--- src/rtl/uart_pkg.sv ---
// Shared definitions for the buffered UART transmitter: shifter states,
// register map and CTRL field layout.
package uart_pkg;

  typedef enum logic [2:0] {
    ST_IDLE,
    ST_START,
    ST_DATA,
    ST_PARITY,
    ST_STOP1,
    ST_STOP2,
    ST_DONE
  } tx_state_e;

  localparam logic [1:0] ADR_DATA   = 2'd0;
  localparam logic [1:0] ADR_CTRL   = 2'd1;
  localparam logic [1:0] ADR_DIV_LO = 2'd2;
  localparam logic [1:0] ADR_DIV_HI = 2'd3;

  localparam int CTRL_PAR_LSB = 0;
  localparam int CTRL_STOP2   = 2;
  localparam int CTRL_INT_DIS = 3;
  localparam int CTRL_OVF_CLR = 7;

  localparam logic [1:0] PAR_NONE  = 2'b00;
  localparam logic [1:0] PAR_EVEN  = 2'b01;
  localparam logic [1:0] PAR_ODD   = 2'b10;
  localparam logic [1:0] PAR_NONE2 = 2'b11;

  function automatic logic par_enabled(input logic [1:0] mode);
    return (mode == PAR_EVEN) || (mode == PAR_ODD);
  endfunction

endpackage

--- src/rtl/uart_tx_fifo_if.sv ---
// Register bus between the system bus master and the UART transmitter.
interface uart_tx_fifo_if;
  logic [1:0] i_adr;
  logic [7:0] i_dat;
  logic [7:0] o_dat;
  logic       i_we;
  logic       i_cyc;

  modport master (output i_adr, i_dat, i_we, i_cyc, input o_dat);
  modport slave  (input i_adr, i_dat, i_we, i_cyc, output o_dat);
endinterface

--- src/rtl/sync_fifo.sv ---
// Single-clock FIFO with binary pointers and an occupancy counter.
module sync_fifo #(
  parameter int WIDTH = 8,
  parameter int DEPTH = 16
) (
  input  logic                     clk,
  input  logic                     rst,
  input  logic                     push,
  input  logic                     pop,
  input  logic [WIDTH-1:0]         wdata,
  output logic [WIDTH-1:0]         rdata,
  output logic                     full,
  output logic                     empty,
  output logic [$clog2(DEPTH):0]   count
);
  localparam int AW = $clog2(DEPTH);

  logic [WIDTH-1:0] mem_q [DEPTH];
  logic [AW-1:0]    wr_ptr_q, wr_ptr_d, rd_ptr_q, rd_ptr_d;
  logic [AW:0]      count_q, count_d;
  logic             do_push, do_pop;

  assign full  = (count_q == (AW+1)'(DEPTH));
  assign empty = (count_q == '0);
  assign count = count_q;
  assign rdata = mem_q[rd_ptr_q];

  // Full/empty come from the registered count, so a push into a full
  // FIFO is refused even if a pop happens in the same cycle.
  always_comb begin
    do_push  = push & ~full;
    do_pop   = pop & ~empty;
    wr_ptr_d = wr_ptr_q + AW'(do_push);
    rd_ptr_d = rd_ptr_q + AW'(do_pop);
    count_d  = count_q + (AW+1)'(do_push) - (AW+1)'(do_pop);
  end

  always_ff @(posedge clk) begin
    if (rst) begin
      wr_ptr_q <= '0;
      rd_ptr_q <= '0;
      count_q  <= '0;
    end else begin
      wr_ptr_q <= wr_ptr_d;
      rd_ptr_q <= rd_ptr_d;
      count_q  <= count_d;
    end
  end

  always_ff @(posedge clk) begin
    if (do_push) mem_q[wr_ptr_q] <= wdata;
  end

endmodule

--- src/rtl/uart_tx_fifo.sv ---
// Buffered UART transmitter: bus-writable byte queue feeding a frame shifter
// with programmable divisor, parity and stop bits.
module uart_tx_fifo
  import uart_pkg::*;
#(
  parameter int SYS_CLK    = 25_000_000,
  parameter int BAUDRATE   = 115_200,
  parameter int FIFO_DEPTH = 16,
  parameter int DIV_W      = 16
) (
  input  logic           i_clk,
  input  logic           i_reset,
  uart_tx_fifo_if.slave  bus,
  output logic           tx,
  output logic           o_int
);
  localparam int DIV_RST = SYS_CLK / BAUDRATE - 1;
  localparam int CW      = $clog2(FIFO_DEPTH) + 1;

  tx_state_e        state_q, state_d;
  logic [2:0]       bit_idx_q, bit_idx_d;
  logic [7:0]       shift_q, shift_d;
  logic [1:0]       par_q, par_d;
  logic             stop2_q, stop2_d;
  logic [DIV_W-1:0] div_sh_q, div_sh_d;
  logic [DIV_W-1:0] baud_cnt_q, baud_cnt_d;
  logic [DIV_W-1:0] div_q, div_d;
  logic [6:0]       ctrl_q, ctrl_d;
  logic             ovf_q, ovf_d;

  logic             wr_en, fifo_push, fifo_pop, fifo_full, fifo_empty;
  logic             tick, busy;
  logic [7:0]       fifo_rdata;
  logic [CW-1:0]    fifo_count;
  logic [15:0]      div16, div16_new;

  sync_fifo #(.WIDTH(8), .DEPTH(FIFO_DEPTH)) u_fifo (
    .clk   (i_clk),
    .rst   (i_reset),
    .push  (fifo_push),
    .pop   (fifo_pop),
    .wdata (bus.i_dat),
    .rdata (fifo_rdata),
    .full  (fifo_full),
    .empty (fifo_empty),
    .count (fifo_count)
  );

  assign wr_en     = bus.i_cyc & bus.i_we;
  assign fifo_push = wr_en && (bus.i_adr == ADR_DATA);
  assign tick      = (baud_cnt_q == div_sh_q);
  assign busy      = (state_q != ST_IDLE) || (fifo_count != '0);
  assign div16     = 16'(div_q);
  assign o_int     = (state_q == ST_DONE) && fifo_empty && !ctrl_q[CTRL_INT_DIS];

  // Register file: CTRL, divisor and the sticky overflow flag.
  always_comb begin
    ctrl_d    = ctrl_q;
    ovf_d     = ovf_q;
    div16_new = div16;
    if (wr_en) begin
      case (bus.i_adr)
        ADR_DATA:   if (fifo_full) ovf_d = 1'b1;
        ADR_CTRL: begin
          ctrl_d = bus.i_dat[6:0];
          if (bus.i_dat[CTRL_OVF_CLR]) ovf_d = 1'b0;
        end
        ADR_DIV_LO: div16_new[7:0]  = bus.i_dat;
        default:    div16_new[15:8] = bus.i_dat;
      endcase
    end
    div_d = DIV_W'(div16_new);
  end

  always_comb begin
    case (bus.i_adr)
      ADR_DATA:   bus.o_dat = {4'b0, ovf_q, fifo_empty, fifo_full, busy};
      ADR_CTRL:   bus.o_dat = {1'b0, ctrl_q};
      ADR_DIV_LO: bus.o_dat = div16[7:0];
      default:    bus.o_dat = div16[15:8];
    endcase
  end

  // Frame shifter; format and divisor are frozen in shadow registers at load.
  always_comb begin
    state_d    = state_q;
    bit_idx_d  = bit_idx_q;
    shift_d    = shift_q;
    par_d      = par_q;
    stop2_d    = stop2_q;
    div_sh_d   = div_sh_q;
    baud_cnt_d = tick ? '0 : baud_cnt_q + DIV_W'(1);
    fifo_pop   = 1'b0;
    case (state_q)
      ST_IDLE: if (!fifo_empty) begin
        fifo_pop   = 1'b1;
        state_d    = ST_START;
        shift_d    = fifo_rdata;
        par_d      = ctrl_q[CTRL_PAR_LSB +: 2];
        stop2_d    = ctrl_q[CTRL_STOP2];
        div_sh_d   = div_q;
        baud_cnt_d = '0;
      end
      ST_START: if (tick) begin
        state_d   = ST_DATA;
        bit_idx_d = 3'd0;
      end
      ST_DATA: if (tick) begin
        if (bit_idx_q == 3'd7) state_d = par_enabled(par_q) ? ST_PARITY : ST_STOP1;
        else                   bit_idx_d = bit_idx_q + 3'd1;
      end
      ST_PARITY: if (tick) state_d = ST_STOP1;
      ST_STOP1:  if (tick) state_d = stop2_q ? ST_STOP2 : ST_DONE;
      ST_STOP2:  if (tick) state_d = ST_DONE;
      default:   state_d = ST_IDLE;
    endcase
  end

  always_comb begin
    case (state_q)
      ST_START:  tx = 1'b0;
      ST_DATA:   tx = shift_q[bit_idx_q];
      ST_PARITY: tx = (par_q == PAR_ODD) ? ~^shift_q : ^shift_q;
      default:   tx = 1'b1;
    endcase
  end

  always_ff @(posedge i_clk) begin
    if (i_reset) begin
      state_q    <= ST_IDLE;
      bit_idx_q  <= '0;
      baud_cnt_q <= '0;
      ctrl_q     <= '0;
      ovf_q      <= 1'b0;
      div_q      <= DIV_W'(DIV_RST);
    end else begin
      state_q    <= state_d;
      bit_idx_q  <= bit_idx_d;
      baud_cnt_q <= baud_cnt_d;
      ctrl_q     <= ctrl_d;
      ovf_q      <= ovf_d;
      div_q      <= div_d;
    end
  end

  always_ff @(posedge i_clk) begin
    shift_q  <= shift_d;
    par_q    <= par_d;
    stop2_q  <= stop2_d;
    div_sh_q <= div_sh_d;
  end

endmodule

--- src/flat_wrapper.sv ---
// flat-port wrapper written by rule: the top's interface ports become plain ports
module uart_tx_fifo_flat import uart_pkg::*;
#(
  parameter int SYS_CLK    = 25_000_000,
  parameter int BAUDRATE   = 115_200,
  parameter int FIFO_DEPTH = 16,
  parameter int DIV_W      = 16
)
  (i_clk, i_reset, tx, o_int, bus_i_adr, bus_i_dat, bus_i_we, bus_i_cyc, bus_o_dat);
  uart_tx_fifo_if bus_i ();
  input  logic i_clk;
  input  logic i_reset;
  output logic tx;
  output logic o_int;
  input wire logic [$bits(bus_i.i_adr)-1:0] bus_i_adr;
  input wire logic [$bits(bus_i.i_dat)-1:0] bus_i_dat;
  input wire logic [$bits(bus_i.i_we)-1:0] bus_i_we;
  input wire logic [$bits(bus_i.i_cyc)-1:0] bus_i_cyc;
  output wire logic [$bits(bus_i.o_dat)-1:0] bus_o_dat;
  assign bus_i.i_adr = bus_i_adr;
  assign bus_i.i_dat = bus_i_dat;
  assign bus_i.i_we = bus_i_we;
  assign bus_i.i_cyc = bus_i_cyc;
  assign bus_o_dat = bus_i.o_dat;
  uart_tx_fifo #(.SYS_CLK(SYS_CLK), .BAUDRATE(BAUDRATE), .FIFO_DEPTH(FIFO_DEPTH), .DIV_W(DIV_W)) u_core (.i_clk(i_clk), .i_reset(i_reset), .bus(bus_i), .tx(tx), .o_int(o_int));
endmodule
--- config.mk ---
export PLATFORM = sky130hd
export DESIGN_NAME = uart_tx_fifo_flat
export DESIGN_NICKNAME = d
export VERILOG_FILES = /design/src/rtl/uart_pkg.sv /design/src/rtl/uart_tx_fifo_if.sv /design/src/rtl/sync_fifo.sv /design/src/rtl/uart_tx_fifo.sv /design/src/flat_wrapper.sv
export SDC_FILE = /design/constraint.sdc
export NUM_CORES = 1
export LEC_CHECK = 0
export ABC_AREA = 1
export BUFFER_PORTS_ARGS = -buffer_cell sky130_fd_sc_hd__buf_2
export CAP_MARGIN = 15
export CORE_MARGIN = 5
export CORE_UTILIZATION = 55
export CTS_CLUSTER_DIAMETER = 60
export DETAILED_ROUTE_END_ITERATION = 8
export PLACE_DENSITY = 0.72
export SLEW_MARGIN = 40
export SYNTH_ARGS = -nofsm -noshare
export SYNTH_HDL_FRONTEND = slang
export SYNTH_SLANG_ARGS = --single-unit
--- constraint.sdc ---
create_clock -name i_clk -period 5.2 [get_ports i_clk]
set_input_delay 0.78 -clock i_clk [delete_from_list [all_inputs] [get_ports i_clk]]
set_output_delay 0.78 -clock i_clk [all_outputs]
set_load 0.05 [all_outputs]
==> metrics.md <==
| Metric | Value |
|---|---|
| Count leader, synth | nor2_1 |
| Crit Reg-Reg Endpoint | u_core.u_fifo.count[4] |
| Synth top cells by count | nor2_1, edfxtp_1, nand2_1 |
| Die H | 139 µm |
| Die area | 0.0193 mm² |
| Worst EP arrival | 2.03 ns |
| Max-slew violation count | 0 |
| Async SR Flop Fraction | 0% |
| Layout area overhead | 10.9% |
| TNS Setup | 0 ns |
| Resized Gates After CTS | 0 |
| Congestion Overflow GR | 0 |
| Net Count, Synth | approximately 900 |
| Setup WS post-layout | 2.39 ns |
| TritonRoute pass-1 iters | 5 |
| Crit path kind | flop to primary output |
| Buf+Inv Stages, Crit Path | 2 |
| Cells after synthesis | a little under 900 |
| Status | completed |
| Initial antenna violation count | 0 |
| Max Clk Rate | around 360 MHz |
| Distinct cells, synth | 38 |
| Leading post-synthesis cells by cell area | edfxtp_1, dfxtp_1, nor2_1, nand2_1, o21ai_0 |
| Mapped cell area | around 0.009 mm² |
| Sink Count | between 200 and 250 |
| Avg Cell Area, Syn | between 10 and 15 µm² |
| Crit Path Max Fanout | 4 |
| Worst Tran Pin Value | slightly below 0.8 ns |
| Fin nets | between 900 and 1,000 |
| Yosys warns | 0 |
| PwrDens | approximately 480 mW/mm² |
| End of the worst hold path | u_core.div_sh_q[5] |
| Hold Path Stages | 0 |
| Largest net degree at the start of global routing | 67 |
| Critical path cell sequence | inv_1 > ha_1 > nand4_1 > nor2_1 > o2111ai_1 > buf_2 |
| Setup-failing EPs final | 0 |
| Clk root buf | clkbuf_16 |
| Main synth FF type | edfxtp_1 |
| Fraction of final layout cells sized beyond drive strength 1 | ~8.5% |
| Crit-path leading delay family | buffers and inverters |
| Max VDD drop | between 300 and 400 µV |
| Finished Core Util | 61.7% |
| Top-level port count | 24 |
| Number of flops mapped to enable cells by yosys | about 160 |
| Crit path largest cell delay | between 0.3 and 0.4 ns |
| Clock Latency Late Sink | between 0.5 and 0.6 ns |
| Crit-path slowest cell | dfxtp_1 |
| Num rows | 47 |
| Antenna viol nets, final | 0 |
| Max clock buf depth | 3 |
| Period minus WS final | ~2.8 ns |
| Remaining DRCs | 0 |
| Hold Vio Cnt, Final | 0 |
| Ant diodes | 0 |
| Total GRT Usage | between 15 and 20% |
| DR iter-0 viols | 499 |
| RSZ-0062 raised after global routing | false |
| Leakage power | approximately 3.8 nW |
| Clock Skews | 0.0271 ns |
| Post-DR wirelength/cell | 16.7 µm |
| Reg2reg path depth | 13 |
| CTS tree | done |
| Via density | between 5 and 6 |
| Vias after detailed routing | 6,101 |
| Pwr Total | 0.00487 W |
| Min-delay src | u_core.div16[5] |
| Synth area leader | edfxtp_1 |
| Initial Util | about 56% |
| Reg2reg start | u_core.u_fifo.count[2] |
| Postcts setup bufs | 0 |
| First-pass GRT wire length | 30,600 µm |
| Yosys reg bits | about 210 |
| Hold Path Class | flop to flop |
| CTS buffer count | 24 |
| Hold-fix buffers, CTS | 0 |
| Stages on worst setup path | 6 |
| Critical path required time | 4.42 ns |
| FILL cells | between 1,000 and 1,500 |
| Pre-CTS WS | 2.37 ns |
| Core Region | between 0.015 and 0.02 mm² |
| Max-cap violations | 0 |
| Setup crit start kind | flop |
| Vias in the first global route | ~5,800 |
| Seq/Total Area, Yosys | 63.8% |
| Final wirelength | approximately 19,000 µm |
| Placer Congestion | between 0.8 and 0.9 |
| Post-synth top area share | between 50% and 60% |
| Relative slew slack | about 47% |
| R2R setup slack | 2.53 ns |
| Post-DP HPWL | 12,100 µm |
| Fin crit share | a little over half |
| Htree depth | 1 |
| Clock-pin slew on the worst setup and hold paths | ~0.06 ns |
| CP Capture Type | primary output |
| Port Buffer Count | 23 |
| CP Launch Point | u_core.u_fifo.count[2] |
| Die W | around 140 µm |
[worst max-delay path by stage]
stage / to
after floorplan: o_int
after global placement: u_core.u_fifo.count[4]
after CTS: bus_o_dat[0]
after detailed placement: u_core.u_fifo.count[4]
final: bus_o_dat[0]
after global routing: bus_o_dat[0]
[state kept, by name, indices dropped and copies added, names as in the netlist]
name / cells
u_core.stop2_q: 1
u_core.par_q: 2
u_core.u_fifo.count: 5
u_core.state_q: 3
u_core.div16: 16
u_core.ovf_q: 1
u_core.u_fifo.wr_ptr_q: 4
u_core.shift_q: 8
u_core.u_fifo.rd_ptr_q: 4
u_core.u_fifo.mem_q: 128
u_core.ctrl_q: 7
u_core.div_sh_q: 16
u_core.baud_cnt_q: 16
u_core.bit_idx_q: 3
[cells by family (layout without fill, tap and decap cells)]
kind of cell	after synthesis	after routing	synth area share (%)
muxes	27	27	2.95
AOI/OAI and AO/OA	135	135	8.97
xor gates and xnor gates	15	15	1.44
DFF	214	214	63.8
buffers and inverters	108	150	4.74
and+or+nand+nor	359	359	16.3
adders and majority gates	13	13	1.86
[per-stage QoR]
stage	instances	area, µm²	hold WS (ns)
finish	1133	10200	0.457
global route	1133	10200	0.480
CTS	1133	10200	0.456
detailed placement	1090	9450	0.440
global placement	1090	9440	0.438
floorplan	871	9150	0.425
[placed cells by master (no fill, tap or decap), types with 2 or more instances in the layout]
master,synthesis,layout
buf_2,8,23
nor3b_1,2,2
nor2_2,2,2
clkinv_2,0,4
o22ai_1,5,5
edfxtp_1,155,155
dfxtp_1,59,57
nand2_1,136,136
inv_2,5,6
clkbuf_1,16,7
nor2_1,165,165
xnor2_1,8,8
o221ai_1,23,23
mux2i_1,27,27
nand3_1,37,37
nor3_1,3,3
a21oi_1,19,19
nor2_4,2,2
nand4_1,4,4
inv_1,74,73
o2111ai_1,3,3
clkbuf_16,0,24
o211ai_1,11,11
nand2_2,2,2
xor2_1,7,7
buf_4,3,4
ha_1,12,12
clkinv_4,0,2
o21ai_0,71,71
clkinv_1,1,5
[layout make-up]
type	instances	area (µm²)	area share, %
Sequential cell	214	5840	57.5
Multi-Input combinational cell	549	2880	28.4
Clock buffer	32	641	6.31
Inverter	80	300	2.96
Tap cell	220	275	2.71
Timing Repair Buffer	27	145	1.43
Clock inverter	11	68.8	0.678
[power breakdown]
| part | internal, W | switching, W | total, W |
|---|---|---|---|
| sequential | 0.00203 | 0.000178 | 0.00221 |
| combinational | 0.000408 | 0.000744 | 0.00115 |
| clock | 0.000867 | 0.000642 | 0.00151 |
| total | 0.00331 | 0.00156 | 0.00487 |
[layer usage]
layer / vias to the layer above / share of wire (%) / global-route usage (%)
li1: 3060 / - / -
met1: 2826 / 45 / 27.1
met2: 177 / 47 / 31.6
met3: 38 / 6.2 / 3.83
met4: 0 / 2.3 / 5.56
met5: - / 0 / 0
Power figures use the tool's default switching activity.
